`config.mk`:
```
export PLATFORM = sky130hd
export DESIGN_NAME = rv_decode_stage
export DESIGN_NICKNAME = d
export VERILOG_FILES = /design/src/rtl/rv_decode_stage.sv
export SDC_FILE = /design/constraint.sdc
export NUM_CORES = 1
export LEC_CHECK = 0
export ABC_AREA = 0
export BUFFER_PORTS_ARGS = -buffer_cell sky130_fd_sc_hd__buf_2
export CORE_ASPECT_RATIO = 1.1
export CORE_UTILIZATION = 57
export CTS_CLUSTER_SIZE = 10
export DETAILED_ROUTE_END_ITERATION = 7
export MAX_ROUTING_LAYER = met4
export PLACE_DENSITY_LB_ADDON = 0.08
export SYNTH_ARGS = -nofsm -noshare
export SYNTH_HDL_FRONTEND = slang
export SYNTH_SLANG_ARGS = --single-unit
export TNS_END_PERCENT = 5
```
`constraint.sdc`:
```
create_clock -name clk -period 7.3 [get_ports clk]
set_input_delay 0.365 -clock clk [delete_from_list [all_inputs] [get_ports clk]]
set_output_delay 0.365 -clock clk [all_outputs]
set_load 0.01 [all_outputs]
```
`src/rtl/rv_decode_stage.sv`:
```
// rv_decode_stage: RV32I/M decode with registered control word, load-use bubble and forwarding selects
module rv_decode_stage #(
  parameter int FWD_DEPTH = 2,
  parameter bit ENABLE_M  = 1'b1
) (
  input  logic                 clk,
  input  logic                 rstn,
  input  logic                 in_valid,
  output logic                 in_ready,
  input  logic [31:0]          instruction,
  input  logic [31:0]          pc,
  input  logic                 flush,
  output logic [4:0]           rs1,
  output logic [4:0]           rs2,
  output logic                 out_valid,
  input  logic                 out_ready,
  output logic [5:0]           out_op,
  output logic                 out_illegal,
  output logic [4:0]           out_rd,
  output logic [31:0]          out_imm,
  output logic [31:0]          out_pc,
  output logic [FWD_DEPTH-1:0] out_fwd_rs1,
  output logic [FWD_DEPTH-1:0] out_fwd_rs2
);
  typedef struct packed {
    logic                 ill;
    logic [5:0]           op;
    logic [4:0]           rd;
    logic [31:0]          imm;
    logic [31:0]          pc;
    logic [FWD_DEPTH-1:0] f1;
    logic [FWD_DEPTH-1:0] f2;
  } word_t;
  logic [6:0] opc, f7;
  logic [2:0] f3;
  logic [5:0] op;
  logic [31:0] imm, imm_i, imm_s, imm_b, imm_u, imm_j;
  logic u1, u2, wr, ld;
  logic [4:0] rd;
  logic [FWD_DEPTH-1:0] f1, f2;
  logic adv, hazard, cap;
  word_t word_q, word_d;
  logic out_valid_q, out_valid_d;
  logic [FWD_DEPTH-1:0] hv_q, hv_d, hld_q, hld_d;
  logic [FWD_DEPTH-1:0][4:0] hrd_q, hrd_d;
  assign opc   = instruction[6:0];
  assign f3    = instruction[14:12];
  assign f7    = instruction[31:25];
  assign imm_i = {{20{instruction[31]}}, instruction[31:20]};
  assign imm_s = {{20{instruction[31]}}, instruction[31:25], instruction[11:7]};
  assign imm_b = {{19{instruction[31]}}, instruction[31], instruction[7], instruction[30:25], instruction[11:8], 1'b0};
  assign imm_u = {instruction[31:12], 12'b0};
  assign imm_j = {{11{instruction[31]}}, instruction[31], instruction[19:12], instruction[20], instruction[30:21], 1'b0};
  always_comb begin
    op  = 6'd63;
    imm = '0;
    u1  = 1'b0;
    u2  = 1'b0;
    wr  = 1'b0;
    ld  = 1'b0;
    case (opc)
      7'b0110111: begin op = 6'd0; imm = imm_u; wr = 1'b1; end
      7'b0010111: begin op = 6'd1; imm = imm_u; wr = 1'b1; end
      7'b1101111: begin op = 6'd2; imm = imm_j; wr = 1'b1; end
      7'b1100111: begin op = f3 == 3'd0 ? 6'd3 : 6'd63; imm = imm_i; u1 = 1'b1; wr = 1'b1; end
      7'b1100011: begin
        op  = f3 < 3'd2 ? 6'd4 + {3'b0, f3} : f3 > 3'd3 ? 6'd2 + {3'b0, f3} : 6'd63;
        imm = imm_b; u1 = 1'b1; u2 = 1'b1;
      end
      7'b0000011: begin
        op  = f3 < 3'd3 ? 6'd10 + {3'b0, f3} : (f3 == 3'd4 || f3 == 3'd5) ? 6'd9 + {3'b0, f3} : 6'd63;
        imm = imm_i; u1 = 1'b1; wr = 1'b1; ld = 1'b1;
      end
      7'b0100011: begin op = f3 < 3'd3 ? 6'd15 + {3'b0, f3} : 6'd63; imm = imm_s; u1 = 1'b1; u2 = 1'b1; end
      7'b0010011: begin
        op  = f3 == 3'd0 ? 6'd18 :
              f3 == 3'd1 ? (f7 == 7'h00 ? 6'd24 : 6'd63) :
              f3 == 3'd5 ? (f7 == 7'h00 ? 6'd25 : f7 == 7'h20 ? 6'd26 : 6'd63) :
              f3 == 3'd6 ? 6'd22 : f3 == 3'd7 ? 6'd23 : 6'd17 + {3'b0, f3};
        imm = imm_i; u1 = 1'b1; wr = 1'b1;
      end
      7'b0110011: begin
        op = f7 == 7'h00 ? (f3 == 3'd0 ? 6'd27 : f3 < 3'd6 ? 6'd28 + {3'b0, f3} : 6'd29 + {3'b0, f3}) :
             f7 == 7'h20 ? (f3 == 3'd0 ? 6'd28 : f3 == 3'd5 ? 6'd34 : 6'd63) :
             (f7 == 7'h01 && ENABLE_M) ? 6'd37 + {3'b0, f3} : 6'd63;
        u1 = 1'b1; u2 = 1'b1; wr = 1'b1;
      end
      default: op = 6'd63;
    endcase
    if (op == 6'd63) begin
      imm = '0;
      u1  = 1'b0;
      u2  = 1'b0;
      wr  = 1'b0;
      ld  = 1'b0;
    end
  end
  assign rs1 = u1 ? instruction[19:15] : 5'd0;
  assign rs2 = u2 ? instruction[24:20] : 5'd0;
  assign rd  = wr ? instruction[11:7] : 5'd0;
  // scan oldest to youngest so the youngest matching producer wins
  always_comb begin
    f1 = '0;
    f2 = '0;
    for (int k = FWD_DEPTH - 1; k >= 0; k--) begin
      if (hv_q[k] && rs1 != 5'd0 && hrd_q[k] == rs1) begin
        f1    = '0;
        f1[k] = 1'b1;
      end
      if (hv_q[k] && rs2 != 5'd0 && hrd_q[k] == rs2) begin
        f2    = '0;
        f2[k] = 1'b1;
      end
    end
  end
  assign adv      = ~out_valid_q | out_ready;
  assign hazard   = in_valid & hv_q[0] & hld_q[0] &
                    ((rs1 != 5'd0 && rs1 == hrd_q[0][4:0]) || (rs2 != 5'd0 && rs2 == hrd_q[0][4:0]));
  assign in_ready = adv & ~hazard & ~flush;
  assign cap      = in_valid & in_ready;
  always_comb begin
    word_d      = word_q;
    out_valid_d = out_valid_q;
    hv_d        = hv_q;
    hrd_d       = hrd_q;
    hld_d       = hld_q;
    if (flush) begin
      out_valid_d = 1'b0;
      hv_d        = '0;
    end else if (adv) begin
      out_valid_d = cap;
      word_d      = cap ? {op == 6'd63, op, rd, imm, pc, f1, f2} : word_q;
      hv_d        = {hv_q[FWD_DEPTH-2:0], cap && rd != 5'd0};
      hrd_d       = {hrd_q[FWD_DEPTH-2:0], cap ? rd : 5'd0};
      hld_d       = {hld_q[FWD_DEPTH-2:0], cap && ld};
    end
  end
  always_ff @(posedge clk or negedge rstn) begin
    if (!rstn) begin
      word_q      <= '0;
      out_valid_q <= 1'b0;
      hv_q        <= '0;
      hrd_q       <= '0;
      hld_q       <= '0;
    end else begin
      word_q      <= word_d;
      out_valid_q <= out_valid_d;
      hv_q        <= hv_d;
      hrd_q       <= hrd_d;
      hld_q       <= hld_d;
    end
  end
  assign out_valid   = out_valid_q;
  assign out_illegal = word_q.ill;
  assign out_op      = word_q.op;
  assign out_rd      = word_q.rd;
  assign out_imm     = word_q.imm;
  assign out_pc      = word_q.pc;
  assign out_fwd_rs1 = word_q.f1;
  assign out_fwd_rs2 = word_q.f2;
endmodule

```
# Word level (Yosys, flattened, before mapping)

Cells that the tools add are included.

Register bits: 94
Input bits: 69

$lt $le $gt $ge: 4
Bitwise logic cells: 10
Reduce and logical (&&, ||, !) cells: 27
Add/sub/neg operators: 9
Multiplexer cells: 44
Equality and inequality tests: 23

Operator list:

| kind                                               | number |
|---|---|
| one-hot mux 32 bit (5 select lines)                | 1 |
| two-way mux 6 bit                                  | 20 |
| one-hot mux 6 bit (9 select lines)                 | 1 |
| two-way mux 32 bit                                 | 1 |
| == test 5 bit                                      | 6 |
| == test 7 x 6 -> 1 bit, second input constant      | 4 |
| two-way mux 5 bit                                  | 5 |
| == test 7 bit, second input constant               | 3 |
| adder 5 x 3 -> 6 bit, first input constant         | 3 |
| adder 4 x 3 -> 5 bit, first input constant         | 3 |
| nonzero test 5 bit                                 | 3 |
| == test 7 x 5 -> 1 bit, second input constant      | 2 |
| == test 3 bit, second input constant               | 4 |
| logical AND 1 bit                                  | 12 |
| two-way mux 2 bit                                  | 6 |
| two-way mux 1 bit                                  | 10 |
| == test 7 x 1 -> 1 bit, second input constant      | 1 |
| == test 7 x 2 -> 1 bit, second input constant      | 1 |
| zero test 7 bit                                    | 1 |
| OR reduction 7 bit                                 | 1 |
| adder 6 x 3 -> 6 bit, first input constant         | 1 |
| AND 1 bit                                          | 6 |
| == test 6 bit, second input constant               | 1 |
| < comparator 3 x 2 -> 1 bit, second input constant | 2 |
| 15 further kinds                                   | 19 |

# Depth between registers and ports, before layout

Gate-level depths: netlist (run 1).

Word-level depth: 21
Gate-level depth with buffers: 14

# Worst setup path after synthesis (run 1)

Ideal clock, no wire load.

Path type: in2reg
From: input port instruction[12]
To: register word_q (netlist bit out_pc[20])
Stages: 13
Arrival: 3.094 ns
Setup slack: 4.079 ns
Buffers on the path: 3
Path through: buf_4 inv_1 ha_1 nor2b_1 nor3_1 or3_1 or4_4 o311a_2 a31oi_4 or2_4 buf_12 buf_8 mux2_1

Longest elaborated chain between the ends: 19

RTL lines:

| element                                                      | line   | source |
|---|---|---|
| start: declaration                                           | 10     | `input logic [31:0] instruction,` |
| adder 5 x 3 -> 6 bit / == test 3 bit (equally long branches) | 79     | `f3 == 3'd6 ? 6'd22 : f3 == 3'd7 ? 6'd23 : 6'd17 + {3'b0, f3};` |
| two-way mux 6 bit (2 in a row)                               | 79     |  |
| two-way mux 6 bit                                            | 78     | `f3 == 3'd5 ? (f7 == 7'h00 ? 6'd25 : f7 == 7'h20 ? 6'd26 : 6'd63) :` |
| two-way mux 6 bit                                            | 77     | `f3 == 3'd1 ? (f7 == 7'h00 ? 6'd24 : 6'd63) :` |
| two-way mux 6 bit                                            | 76     | `op = f3 == 3'd0 ? 6'd18 :` |
| one-hot mux 6 bit (9 select lines) (*)                       | 61     | `case (opc)` |
| == test 6 bit (*)                                            | 90     | `if (op == 6'd63) begin` |
| two-way mux 1 bit                                            | 90     |  |
| two-way mux 5 bit, on equally long branches                  | 98, 99 |  |
| == test 5 bit / nonzero test 5 bit (equally long branches)   | 118    | `((rs1 != 5'd0 && rs1 == hrd_q[0][4:0]) \|\| (rs2 != 5'd0 && rs2 == hrd_q[0][4:0]));` |
| logical AND 1 bit                                            | 118    |  |
| logical OR 1 bit (*)                                         | 118    |  |
| AND 1 bit (*)                                                | 117    | `assign hazard = in_valid & hv_q[0] & hld_q[0] &` |
| inverter 1 bit (*)                                           | 119    | `assign in_ready = adv & ~hazard & ~flush;` |
| AND 1 bit (*) (2 in a row)                                   | 119    |  |
| AND 1 bit (*)                                                | 120    | `assign cap = in_valid & in_ready;` |
| AND reduction 3 bit (no source line) (*)                     | --     |  |
| end signal: assignment                                       | 146    | `word_q <= word_d;` |
| end: declaration                                             | 42     | `word_t word_q, word_d;` |

Mark *: on every way between the ends. The rest lies on a longest branch, timed or not.
A chain may end at the register's enable or synchronous reset.

# Final worst setup path (run 1)

From: input port instruction[14]
To: register word_q (netlist bit out_pc[16])

Same word-level chain as after synthesis.

==> impl_metrics.tcl, run 1 <==
set metrics [dict create \
    synth_cells 534 \
    path_cells "buf_2 -> clkinv_1 -> ha_1 -> a21oi_1 -> a21oi_1 -> a221o_1 -> o311a_2 -> a31oi_4 -> or2_4 -> mux2_2" \
    async_flop_share 1.000 \
    path_buf_inv 2 \
    die_w_um 95.31 \
    path_clk_slew_ns 0.10 \
    multiInputGateArea_mm2 0.002764 \
    antenna_found_initial 0 \
    htreeDepth 3 \
    dieArea_mm2 0.009973 \
    outcome "finished clean" \
    place_congestion 0.9657 \
    max_stage_delay_ns 0.90 \
    cts.sinks 94 \
    dp_cells 778 \
    synthFlopType "dfrtp_1" \
    first_pass_iters 5 \
    fmax_mhz 225.6 \
    utilization 0.6892 \
    critPathMaxFanout 75 \
    seq_area_mm2 0.002352 \
    netlist.area_leader.share 0.4309 \
    cts_buffers 9 \
    yosysTopAreaCell "dfrtp_1" \
    worstPathArrival_ns 4.68 \
    worst_ep_required_time_ns 7.55 \
    overflow 0 \
    ys_types 74 \
    finalWirelength_um 15090 \
    grtUsageTotal 0.3185 \
    worst_slew_pin_slew_ns 1.049 \
    wl_met1_um 6491 \
    final_hold_viol_count 0 \
    synth_seq_area_share 0.4309 \
    die_h_um 104.6 \
    start_util 0.5838 \
    ios 161 \
    core-area_mm2 0.009351 \
    cap_violations 0 \
    cts_setup_buffers 0 \
    yosys-top-cells-count "dfrtp_1 (94), nand2_1 (42), a21oi_1 (36)" \
    dp_hpwl_um 11080 \
    power_density_mw_per_mm2 190.8 \
    drcViolationCount 0 \
    ctsRootBufferMaster "clkbuf_8" \
    max-slew-margin-rel 0.3005 \
    maxSlewViolCount 0 \
    ant_nets 0 \
    power_leakage_uw 0.003160 \
    timing.final.ws_setup_ns 2.868 \
    skew_ns 0.01381 \
    slowest_stage "or2_4" \
    ir_drop_v 0.00009906 \
    hold_class "primary input to flip-flop" \
    syn_nets 619 \
    clock_path_buffers 2 \
    crit_path_frequent_cell "a21oi_1" \
    rsz0062_at_grt "false" \
    fin_tns_setup_ns 0 \
    setup_viol 0 \
    route.vias.total 4791 \
    diodes 0 \
    crit_family "compound AO/OA/AOI/OAI gates" \
    cts_tree "yes" \
    routed_via_density 6.026 \
    cp-end-kind "flip-flop" \
    rows 37 \
    port_buffers 160 \
    dr_wl_met3_um 1270 \
    worst_setup_path_start_kind "primary input" \
    fill_cells 759 \
    avgRoutedWirePerCell_um 18.97 \
    synth_edf_count 0 \
    synth.avg_cell_area_um2 10.22 \
    highest_layer "met4" \
    dp_slack_ns 2.578 \
    synthTopCellsByArea "dfrtp_1 (43%), mux2_2 (6.4%), ha_1 (3.7%)" \
    grt_pass1_wl_um 23530 \
    ys_warn_count 0 \
    post-route-period-util 0.6071 \
    final_nets 758 \
    drt_iter0_markers 310 \
    period_needed_ns 4.432 \
    cts_hold_buf 1 \
    drive_gt1_frac 0.3451 \
    grt_max_degree 76 \
    grt_pass1_vias 4529 \
    wl_met2_um 7010 \
    synth.ff_latch_count 94 \
    fin_cells 795 \
    crit_type "primary input to flip-flop" \
    synth_area_mm2 0.005459 \
    ctsResizeCount 0 \
    yosysMostFrequentCell "dfrtp_1" \
    worstSkewPairLatency_ns 0.37 \
    syn_to_final_growth_pct 18.06 \
]
## sequential cells by signal (all words and copies together), names as in the netlist, 2 cells and up
| register | cells |
|---|---|
| out_imm | 32 |
| out_pc | 32 |
| hrd_q | 10 |
| out_op | 6 |
| out_rd | 5 |
| hv_q | 2 |
| out_fwd_rs1 | 2 |
| out_fwd_rs2 | 2 |
## final cells by class
| class | count | share of cell area |
|---|---|---|
| Inverter | 29 | 0.01689 |
| Multi-Input combinational cell | 376 | 0.4288 |
| Tap cell | 117 | 0.02271 |
| Clock buffer | 10 | 0.01980 |
| Sequential cell | 94 | 0.3650 |
| Clock inverter | 6 | 0.01825 |
| Timing Repair Buffer | 163 | 0.1285 |
## final timing paths
kind / slack, ns / start / cells after the start / end
min reg2reg: 0.49 / out_illegal / 2 / out_illegal
max: 2.87 / instruction[14] / 10 / out_pc[16]
max in group asynchronous: 5.69 / rstn / 3 / out_imm[10]
min in group asynchronous: 0.53 / rstn / 2 / out_pc[2]
min: 0.20 / flush / 2 / hv_q[1]
max reg2reg: 3.90 / hrd_q[4] / 8 / out_pc[16]
## report_power, final
group / total, µW / leakage, µW / internal (µW) / switching (µW)
Clock: 431 / 0.000119 / 231 / 199
Sequential: 576 / 0.00121 / 558 / 18.0
Combinational: 223 / 0.00183 / 92.2 / 131
## placed cells by master, fill, tap and decap left out, types with 4 or more instances in the layout
master     Yosys  layout
o31ai_1        5       5
o2bb2ai_1      6       6
ha_1          16      16
a22oi_1        5       5
nand2_1       42      42
nor2b_1        5       5
nand2b_1       6       6
nor2_1        22      22
nand3_1       10      10
buf_2          8     159
dfrtp_1       94      94
o21ai_0       21      21
mux2_2        31      31
xor2_1        14      14
o211ai_1       6       6
a22o_1         7       7
a21oi_1       36      36
a31oi_1        4       4
nor4_1         6       6
or2_2          8       8
mux2_1        11      11
inv_1         28      28
o21bai_1       5       5
o2bb2ai_2      9       9
nor3_1        17      17
clkbuf_8       0       9
a211oi_1       4       4
mux2i_1       12      12
or3_1          5       5
and3_1         7       7
## metal layers
layer / global-route usage / up-vias
li1: - / 2223
met1: 0.4220 / 2309
met2: 0.4893 / 235
met3: 0.06696 / 24
met4: 0.09416 / 0
met5: - / -
## stage by stage
| step | total power, µW | instance area [µm²] | hold WS, ns |
|---|---|---|---|
| 2_1_floorplan | 714.2 | 5459 | 0.06941 |
| 3_3_place_gp | 802.2 | 6190 | 0.3592 |
| 3_5_place_dp | 808.6 | 6190 | 0.3645 |
| 4_1_cts | 1235 | 6445 | 0.1862 |
| 5_1_grt | 1282 | 6445 | 0.1944 |
| 6_report | 1230 | 6445 | 0.1961 |
## cells by family (layout without fill, tap and decap cells)
logic type,after synthesis,in the layout,share of synthesized area
adder cells (fa/ha/maj),16,16,0.03667
XOR/XNOR,16,16,0.02567
flip-flops,94,94,0.4309
AND/OR/NAND/NOR,146,146,0.1378
buffers and inverters,64,208,0.06280
AO/OA/AOI/OAI,144,144,0.1976
multiplexers,54,54,0.1086
Power figures use the tool's default switching activity.
==> run 2, diff against run 1 <==
Settings changed: CORE_UTILIZATION 57 to 52.
Clock period 7.3 ns to 4.7 ns, I/O delays scaled along.
==> run 2 against run 1 <==
  * Power up 47%
  * Critical path depth grew 2
  * Via count about the same
  * Highest routed layer unchanged
==> impl_metrics.tcl, run 2 (synthesis gave the netlist of run 1 again) <==
set metrics [dict create \
    outcome "finished clean" \
    ant_nets 0 \
    fmax_mhz 268.0 \
    worst_ep_required_time_ns 4.47 \
    antenna_found_initial 0 \
    overflow 0 \
    ios 161 \
    grtUsageTotal 0.2882 \
    clock_path_buffers 2 \
    cp-end-kind "output pin" \
    die_w_um 99.69 \
    routed_via_density 5.817 \
    fin_cells 823 \
    final_hold_viol_count 0 \
    period_needed_ns 3.732 \
    drcViolationCount 0 \
    met3_usage 0.03624 \
    syn_to_final_growth_pct 18.86 \
    grtUsageMet2 0.4906 \
    max-slew-margin-rel 0.3782 \
    port_buffers 160 \
    setup_viol 0 \
    path_clk_slew_ns 0.09 \
    cts.sinks 94 \
    grt_max_degree 64 \
    path_cells "buf_2 -> inv_1 -> ha_1 -> nand2b_1 -> nand4_1 -> a41o_1 -> a221oi_1 -> o31a_1 -> nand3_1 -> o21ai_1 -> nor2_1 -> buf_2" \
    dp_slack_ns 0.7301 \
    grt_pass1_vias 4617 \
    avgRoutedWirePerCell_um 18.24 \
    worst_setup_path_start_kind "primary input" \
    critPathMaxFanout 12 \
    layout_commonest_cell "buf_2" \
    final_cell_mix "buf_2 (159), dfrtp_1 (94), nand2_1 (42), a21oi_1 (36), mux2_2 (31)" \
    multiInputGateArea_mm2 0.002764 \
    htreeDepth 3 \
    rows 38 \
    dp_cells 806 \
    start_util 0.5442 \
    hold_class "primary input to flip-flop" \
    place_congestion 0.9111 \
    worstPathArrival_ns 3.50 \
    first_pass_iters 5 \
    dieArea_mm2 0.01091 \
    cts_tree "yes" \
    met1_usage 0.3573 \
    diodes 0 \
    cts_buffers 9 \
    crit_type "primary input to output pin" \
    core-area_mm2 0.01003 \
    drt_iter0_markers 260 \
    maxSlewViolCount 0 \
    dp_hpwl_um 11350 \
    slowest_stage "o21ai_1" \
    utilization 0.6468 \
    drive_gt1_frac 0.3514 \
    skew_ns 0.01149 \
    finalWirelength_um 15010 \
    fin_tns_setup_ns 0 \
    cap_violations 0 \
    ir_drop_v 0.0002533 \
    ctsResizeCount 0 \
    timing.final.ws_setup_ns 0.9683 \
    worst_slew_pin_slew_ns 0.9300 \
    fill_cells 846 \
    grt_pass1_wl_um 23520 \
    crit_family "compound AO/OA/AOI/OAI gates" \
    post-route-period-util 0.7940 \
    route.vias.total 4787 \
    power_leakage_uw 0.003181 \
    power_density_mw_per_mm2 279.0 \
    worstSkewPairLatency_ns 0.36 \
    grt-busiest-layer "met2" \
    crit_path_frequent_cell "buf_2" \
    rsz0062_at_grt "false" \
    die_h_um 109.5 \
    seq_area_mm2 0.002352 \
    path_buf_inv 3 \
    final_nets 763 \
    max_stage_delay_ns 0.46 \
    ctsRootBufferMaster "clkbuf_8" \
]
==> run 2: worst register-to-register path: cells and delay by family, from the launching register on <==
family	cells	cell delay, ns
and+or+nand+nor	3	0.97
AOI/OAI and AO/OA	2	0.66
buffers and inverters	2	0.54
DFF	1	0.45
muxes	1	0.25
xor gates and xnor gates	1	0.17
==> run 2: report_power, final <==
group	internal [µW]	switching (µW)	total [µW]	leakage (µW)
Clock	269	299	569	0.000110
Combinational	146	200	346	0.00186
Sequential	867	29.5	896	0.00121
==> run 2: layout make-up <==
cell class / count / share of cell area
multi-input cells: 376 / 0.4260
well taps: 140 / 0.02700
flip-flops and latches: 94 / 0.3625
inverters: 29 / 0.01678
repair buffers: 168 / 0.1354
clock buffers: 10 / 0.02121
clock inverters: 6 / 0.01118
==> run 2: per-stage QoR <==
stage | hold WS, ns | total power (µW) | cell area, µm²
5_1_grt | 0.06244 | 1892 | 6489
4_1_cts | 0.05813 | 1823 | 6489
6_report | 0.07187 | 1811 | 6489
2_1_floorplan | -0.06059 | 1109 | 5459
3_3_place_gp | 0.1809 | 1251 | 6269
3_5_place_dp | 0.1925 | 1259 | 6269
==> run 2: path summary, 6_finish.rpt <==
| check | start | endpoint | slack [ns] | cells past startpoint |
|---|---|---|---|---|
| worst max-delay path | instruction[12] | rs2[0] | 0.97 | 12 |
| worst min-delay path | flush | hv_q[1] | 0.07 | 2 |
| worst max register to register | hrd_q[3] | out_imm[21] | 1.58 | 9 |
| worst min register to register | out_pc[30] | out_pc[30] | 0.49 | 1 |
| max in group asynchronous | rstn | out_imm[0] | 3.20 | 3 |
| min in group asynchronous | rstn | out_pc[0] | 0.36 | 2 |
==> run 2: per-layer routing <==
layer	up-vias	wire length [µm]	share of wire
li1	2226	-	-
met1	2337	6243	0.42
met2	197	7730	0.52
met3	27	752	0.050
met4	0	282	0.019
met5	-	0	0
==> run 2: what timing repair did <==
action	4_1_cts	5_1_grt
buffers inserted	0	0
hold buffers	1	0
endpoints found under the hold margin	31	0
